File: config.mk
export PLATFORM = sky130hd
export DESIGN_NAME = popcount_stream
export DESIGN_NICKNAME = d
export VERILOG_FILES = /design/src/rtl/popcount_stream_pkg.sv /design/src/rtl/popcount_tree.sv /design/src/rtl/popcount_stream.sv
export SDC_FILE = /design/constraint.sdc
export NUM_CORES = 1
export LEC_CHECK = 0
export BUFFER_PORTS_ARGS = -buffer_cell sky130_fd_sc_hd__clkbuf_2
export CAP_MARGIN = 5
export CORE_ASPECT_RATIO = 0.8
export CORE_UTILIZATION = 25
export CTS_BUF_LIST = sky130_fd_sc_hd__clkbuf_16
export CTS_CLUSTER_SIZE = 25
export DETAILED_ROUTE_END_ITERATION = 16
export PLACE_DENSITY = 0.49
export SLEW_MARGIN = 40
export SYNTH_ARGS = -nofsm -noshare
export SYNTH_HDL_FRONTEND = slang
export SYNTH_HIERARCHICAL = 1
export SYNTH_SLANG_ARGS = --single-unit
File: constraint.sdc
create_clock -name clk -period 5.2 [get_ports clk]
set_clock_uncertainty 0.05 [all_clocks]
set_input_delay 0.52 -clock clk [delete_from_list [all_inputs] [get_ports clk]]
set_output_delay 0.52 -clock clk [all_outputs]
set_load 0.01 [all_outputs]
File: src/rtl/popcount_stream_pkg.sv
// Shared register offsets, CTRL/STATUS bit positions and the byte popcount
// used by the popcount_stream engine.
package popcount_stream_pkg;

    localparam int unsigned OFS_CTRL  = 'h0;
    localparam int unsigned OFS_COUNT = 'h4;
    localparam int unsigned OFS_PKTS  = 'h8;
    localparam int unsigned OFS_LAST  = 'hC;

    localparam int CTRL_CLEAR_BIT  = 0;
    localparam int CTRL_INVERT_BIT = 1;
    localparam int STAT_BUSY_BIT   = 8;
    localparam int STAT_SAT_BIT    = 9;

    function automatic logic [3:0] byte_popcount(input logic [7:0] b);
        logic [3:0] n;
        n = '0;
        for (int i = 0; i < 8; i++) begin
            n = n + {3'b000, b[i]};
        end
        return n;
    endfunction

endpackage

File: src/rtl/popcount_tree.sv
// Stage 1 registers masked per-byte counts; their sum is presented
// combinationally so the owner can fold it into its accumulators one edge later.
module popcount_tree
    import popcount_stream_pkg::*;
#(
    parameter int DATA_WIDTH = 32,
    localparam int NUM_BYTES = DATA_WIDTH / 8,
    localparam int CNT_W     = $clog2(DATA_WIDTH + 1)
) (
    input  logic                  clk,
    input  logic                  rst,
    input  logic                  flush,
    input  logic                  in_valid,
    input  logic                  in_invert,
    input  logic [DATA_WIDTH-1:0] in_data,
    input  logic [NUM_BYTES-1:0]  in_keep,
    output logic                  s1_valid,
    output logic [CNT_W-1:0]      sum
);

    logic [3:0] byte_cnt [NUM_BYTES];

    always_ff @(posedge clk) begin
        if (rst) begin
            s1_valid <= 1'b0;
            for (int i = 0; i < NUM_BYTES; i++) begin
                byte_cnt[i] <= '0;
            end
        end else begin
            s1_valid <= in_valid && !flush;
            for (int i = 0; i < NUM_BYTES; i++) begin
                if (in_keep[i]) begin
                    byte_cnt[i] <= byte_popcount(in_invert ? ~in_data[8*i +: 8]
                                                           :  in_data[8*i +: 8]);
                end else begin
                    byte_cnt[i] <= '0;
                end
            end
        end
    end

    always_comb begin
        sum = '0;
        for (int i = 0; i < NUM_BYTES; i++) begin
            sum = sum + CNT_W'(byte_cnt[i]);
        end
    end

endmodule

File: src/rtl/popcount_stream.sv
// Streaming/MMIO popcount engine: register decode, saturating COUNT,
// per-packet LAST/PKTS tracking and registered read-back.
module popcount_stream
    import popcount_stream_pkg::*;
#(
    parameter int DATA_WIDTH  = 32,
    parameter int COUNT_WIDTH = 32,
    parameter int ADDR_WIDTH  = 4
) (
    input  logic                    clk,
    input  logic                    rst,
    input  logic [DATA_WIDTH-1:0]   s_axis_tdata,
    input  logic [DATA_WIDTH/8-1:0] s_axis_tkeep,
    input  logic                    s_axis_tvalid,
    input  logic                    s_axis_tlast,
    output logic                    s_axis_tready,
    input  logic                    reg_wr_en,
    input  logic                    reg_rd_en,
    input  logic [ADDR_WIDTH-1:0]   reg_addr,
    input  logic [31:0]             reg_wr_data,
    output logic [31:0]             reg_rd_data,
    output logic                    reg_rd_valid
);

    localparam int S_CNT_W = $clog2(DATA_WIDTH + 1);
    localparam int M_CNT_W = $clog2(32 + 1);
    // Headroom for the largest single-cycle add on top of a full accumulator.
    localparam int SUM_W   = COUNT_WIDTH + 11;

    localparam logic [ADDR_WIDTH-1:0] A_CTRL  = ADDR_WIDTH'(OFS_CTRL);
    localparam logic [ADDR_WIDTH-1:0] A_COUNT = ADDR_WIDTH'(OFS_COUNT);
    localparam logic [ADDR_WIDTH-1:0] A_PKTS  = ADDR_WIDTH'(OFS_PKTS);
    localparam logic [ADDR_WIDTH-1:0] A_LAST  = ADDR_WIDTH'(OFS_LAST);
    localparam logic [SUM_W-1:0]      CNT_MAX = (SUM_W'(1) << COUNT_WIDTH) - SUM_W'(1);

    function automatic logic [COUNT_WIDTH-1:0] clip(input logic [SUM_W-1:0] v);
        return (v > CNT_MAX) ? COUNT_WIDTH'(CNT_MAX) : v[COUNT_WIDTH-1:0];
    endfunction

    logic                   ready_q, invert_q, sat_q, s1_last;
    logic [COUNT_WIDTH-1:0] count_q, pkt_q, last_q;
    logic [31:0]            pkts_q;

    logic ctrl_wr, clear, mmio_add, beat_acc;
    assign ctrl_wr       = reg_wr_en && (reg_addr == A_CTRL);
    assign clear         = ctrl_wr && reg_wr_data[CTRL_CLEAR_BIT];
    assign mmio_add      = reg_wr_en && (reg_addr == A_COUNT);
    assign s_axis_tready = ready_q && !clear;
    assign beat_acc      = s_axis_tvalid && s_axis_tready;

    logic               s_valid, m_valid;
    logic [S_CNT_W-1:0] s_sum;
    logic [M_CNT_W-1:0] m_sum;

    popcount_tree #(.DATA_WIDTH(DATA_WIDTH)) u_stream_tree (
        .clk       (clk),
        .rst       (rst),
        .flush     (clear),
        .in_valid  (beat_acc),
        .in_invert (invert_q),
        .in_data   (s_axis_tdata),
        .in_keep   (s_axis_tkeep),
        .s1_valid  (s_valid),
        .sum       (s_sum)
    );

    popcount_tree #(.DATA_WIDTH(32)) u_mmio_tree (
        .clk       (clk),
        .rst       (rst),
        .flush     (clear),
        .in_valid  (mmio_add),
        .in_invert (invert_q),
        .in_data   (reg_wr_data),
        .in_keep   (4'hF),
        .s1_valid  (m_valid),
        .sum       (m_sum)
    );

    logic [SUM_W-1:0] stream_add, mmio_cnt, count_raw, pkt_raw;
    logic [31:0]      status, rd_mux;

    always_comb begin
        stream_add = s_valid ? SUM_W'(s_sum) : '0;
        mmio_cnt   = m_valid ? SUM_W'(m_sum) : '0;
        count_raw  = SUM_W'(count_q) + stream_add + mmio_cnt;
        pkt_raw    = SUM_W'(pkt_q) + stream_add;
    end

    always_comb begin
        status                  = '0;
        status[CTRL_INVERT_BIT] = invert_q;
        status[STAT_BUSY_BIT]   = s_valid || m_valid;
        status[STAT_SAT_BIT]    = sat_q;
        rd_mux = '0;
        if (reg_addr == A_CTRL)       rd_mux = status;
        else if (reg_addr == A_COUNT) rd_mux = 32'(count_q);
        else if (reg_addr == A_PKTS)  rd_mux = pkts_q;
        else if (reg_addr == A_LAST)  rd_mux = 32'(last_q);
    end

    always_ff @(posedge clk) begin
        if (rst) begin
            ready_q      <= 1'b0;
            invert_q     <= 1'b0;
            sat_q        <= 1'b0;
            s1_last      <= 1'b0;
            count_q      <= '0;
            pkt_q        <= '0;
            last_q       <= '0;
            pkts_q       <= '0;
            reg_rd_valid <= 1'b0;
            reg_rd_data  <= '0;
        end else begin
            ready_q      <= 1'b1;
            reg_rd_valid <= reg_rd_en;
            if (reg_rd_en) reg_rd_data <= rd_mux;
            s1_last <= beat_acc && s_axis_tlast;
            // A clearing write leaves INVERT as it was.
            if (ctrl_wr && !reg_wr_data[CTRL_CLEAR_BIT]) invert_q <= reg_wr_data[CTRL_INVERT_BIT];
            if (clear) begin
                sat_q   <= 1'b0;
                count_q <= '0;
                pkt_q   <= '0;
                last_q  <= '0;
                pkts_q  <= '0;
            end else begin
                count_q <= clip(count_raw);
                if (count_raw > CNT_MAX) sat_q <= 1'b1;
                if (s_valid && s1_last) begin
                    last_q <= clip(pkt_raw);
                    pkt_q  <= '0;
                    pkts_q <= pkts_q + 32'd1;
                end else begin
                    pkt_q  <= clip(pkt_raw);
                end
            end
        end
    end

endmodule
==> impl_results.md <==
* Outcome: completed
* Total power at roughly 3.9 mW
* DP HPWL at between 20000 and 25000 um
* Number of remaining DRC errors at 0
* Reg2Reg Capture Point: count_q[28]
* Max-slew violations at 0
* Initial Utilization at 25.3%
* Hold endpoint: s1_last
* Clock latency on the worst-skew pair at about 0.46 ns
* Initial antenna violation count at 0
* Clk buf depth at 2
* Max Freq at approximately 200 MHz
* Unique masters post-synth at 64
* Primary FF master, synth: dfxtp_1
* Leakage at about 5.4 nW
* Worst Slack Setup Final at around 0.34 ns
* Power Density at 279 mW/mm2
* Vias in the first global route at between 9000 and 10000
* Core Rows at 71
* Synth Warn # at 6
* Final min period at just under 5 ns
* Maximum capacitance violations at 0
* Hold Buf Count CTS at 0
* Final setup vio count at 0
* DR WL/cell at 15.1 um
* Top cell family by delay on the critical path: adder cells
* Worst Min Path Start: s_axis_tlast
* Die area at just under 0.05 mm2
* GRT Total Usage at roughly 14%
* Post-CTS Setup Inserts at 0
* WS Path Type: register to register
* Post-route clock period utilization at 93.4%
* CTS tree: yes
* Flop pwr share at between 40% and 50%
* Antenna Cells at 0
* Root Driver: clkbuf_16
* Nets at roughly 1600
* DP Area at around 0.013 mm2
* Worst R2R Path Depth at 19
* Sw power at 1.16 mW
* Worst-Margin Slew at around 0.76 ns
* Die Wd at ~250 um
* Slew HR at between 40% and 50%
* CP dominant cell by count: inv_1
* CP max stage cell: fa_1
* Hold violation total from the final report at 0
* Synthesized area at between 0.01 and 0.015 mm2
* CTS resizes at 0
* Area leader, netlist: dfxtp_1
* Hold Path Cell Cnt at 2
* Post-Place Cells at approximately 2100
* Cell chain of the critical path: inv_1 -> fa_1 -> inv_1 -> fa_1 -> ha_1 -> inv_1 -> fa_1 -> inv_1 -> nand2_1 -> xnor2_1 -> ha_1 -> ha_1 -> a21o_1 -> a21oi_1 -> o21a_1 -> buf_4 -> nor4bb_1 -> and4b_1 -> nor3_1
* Num CTS Buffers at 17
* Min Hold Slack at approximately 0.26 ns
* GPL Wtd Cong at roughly 0.86
* CP arrival at 5.14 ns
* Vias per inst at about 4.6
* Top cell type's share of synthesized area at 28.1%
* Final Util at roughly 30%
* CTS H-tree depth at 4
* Gate power share at a little over a fifth
* Hold Path Class: input pin to register
* Synth async-reset ratio at 0%
* Post-layout instance area at roughly 0.014 mm2
* Wirelength, routed at about 32000 um
* 1st-iter DRT viols at ~570
* VDD IR max at between 0.00015 and 0.0002 V
* Io pins at 112
* Grt total ovfl at 0
* Clk sink count at roughly 200
* Avg Synthesized Cell Area at around 9.0 um2
* Clock network power share at 36.2%
* Global-route wire length before repair at roughly 51000 um
* RSZ-0062 raised after global routing: false
* DR vias at roughly 9600
* Sum of negative setup slack at 0 ns
* Internal at roughly 2.7 mW
* Worst Setup SP: u_stream_tree/byte_cnt[3][1]
* Flops & latches, synth at around 200
* Synth area leaders: dfxtp_1 (28%), fa_1 (8.9%), edfxtp_1 (8.1%), xnor2_1 (6.1%), a21oi_1 (5.8%)
* Drt pass-1 iters at 5
* Worst path max stage delay at roughly 0.52 ns
* Layout cells sized above 1 at 13.9%
* CP max FO at 10
* Setup crit start kind: register
* Post-route ant nets at 0
* Port Buffers at between 100 and 150
* Core footprint at between 0.04 and 0.05 mm2
* CP Capture Type: register
* Syn Inst Count at approximately 1300
* Cell Count, Final, Fillers Out at about 2100
* Reg2Reg Setup Slack at roughly 0.34 ns
* Number of synthesized flops with an enable pin at 32
* WP data required at roughly 5.5 ns
* Worst-path clk slew at 0.07 ns
* Largest net degree at the start of global routing at 55
* Post-synthesis sequential area ratio at between 30% and 40%
* Setup WS pre-CTS at roughly 0.07 ns
* Area growth from synthesis to layout at 16.9%
* Sw frac at between 20% and 30%
* Origin of the critical flop-to-flop path: u_stream_tree/byte_cnt[3][1]
* Die H at just under 200 um
* Buf+Inv Stages, Crit Path at 5
layout make-up:
type / instances / area [um2]
Clock buffer: 17 / 425
Clock inverter: 15 / 181
Sequential cell: 199 / 4310
Fill cell: 4981 / 33100
Inverter: 106 / 398
Multi-Input combinational cell: 996 / 7070
Tap cell: 620 / 776
Timing Repair Buffer: 133 / 758
registers in the layout, summed over array words and instances, names as in the netlist:
register and flops:
last_q 32, reg_rd_valid 1, invert_q 1, pkts_q 32, s1_last 1, reg_rd_data 32
pkt_q 32, sat_q 1, u_mmio_tree/s1_valid 1, u_stream_tree/byte_cnt 16, u_mmio_tree/byte_cnt 16, u_stream_tree/s1_valid 1
count_q 32, ready_q 1
cells by family (layout without fill, tap and decap cells):
family	after synthesis	count (layout)	synth area share (%)
AOI/OAI and AO/OA	294	294	14.5
buffers and inverters	165	271	6.15
and+or+nand+nor	416	416	18.1
other	3	36	0.0946
DFF	199	199	36.1
muxes	5	5	0.420
adders and majority gates	101	101	14.0
xor gates and xnor gates	144	144	10.6
placed cells by master (no fill, tap or decap), types with 4 or more instances in the layout:
master,netlist,routed
nor4_1,9,5
nor2_1,131,129
ha_1,48,48
nand2b_4,8,8
nand2_1,70,68
mux2i_1,5,5
edfxtp_1,32,32
a211oi_2,5,5
nor3_1,26,25
a211oi_1,4,4
o21bai_1,4,4
and3_1,15,15
nand4_1,22,22
nor4_2,0,4
o211ai_1,15,15
buf_4,0,19
a31oi_1,8,8
a21o_1,4,4
xor2_1,61,61
or2_2,4,4
nand2b_1,24,24
a22o_1,12,12
o21ai_0,79,79
nor2b_1,7,7
dfxtp_1,167,166
xnor2_1,83,83
clkbuf_2,0,111
and2_1,18,18
inv_1,106,105
inv_6,0,5
nor3b_1,15,14
nand3_1,35,34
or3_1,11,11
and4_1,8,8
a21oi_1,137,137
clkbuf_16,0,17
fa_1,53,53
conb_1,3,36
power groups by stage:
stage	clock network [mW]	logic, mW	registers [mW]
floorplan	0	0.622	1.68
global placement	0	0.823	1.69
detailed placement	0	0.836	1.69
CTS	1.45	0.843	1.65
global route	1.52	0.975	1.66
finish	1.40	0.827	1.65
synth_stat cells, drive strengths merged, types with 26 or more instances:
library cell	count
dfxtp	167
fa	53
clkbuf	35
nor2	133
nand2b	32
nor3	26
xnor2	83
a21oi	140
ha	48
edfxtp	32
o21ai	81
nand3	35
inv	106
nand2	70
xor2	61
worst max path at each step:
stage / slack, ns / depth (start not counted) / endpoint
final: 0.34 / 19 / count_q[28]
after detailed placement: 0.07 / 19 / count_q[19]
after CTS: 0.06 / 19 / count_q[19]
after global placement: 0.16 / 19 / count_q[19]
after floorplan: 0.45 / 21 / count_q[15]
after global routing: 0.04 / 19 / count_q[28]
routing by layer:
metal,wire [um],part of all wire [%],global-route usage [%]
met4,354,1.1,2.85
met1,16100,51,19.5
met5,0,0,0
met3,1450,4.6,3.08
met2,13600,43,20.3
worst reg2reg max path, cell delays in order (launching register included):
cell      delay, ns
edfxtp_1       0.32
inv_1          0.05
fa_1           0.52
inv_1          0.05
fa_1           0.45
ha_1           0.22
inv_1          0.07
fa_1           0.40
inv_1          0.16
nand2_1        0.13
xnor2_1        0.17
ha_1           0.32
ha_1           0.30
a21o_1         0.10
a21oi_1        0.12
o21a_1         0.26
buf_4          0.20
nor4bb_1       0.51
and4b_1        0.29
nor3_1         0.05
Power figures use the tool's default switching activity.
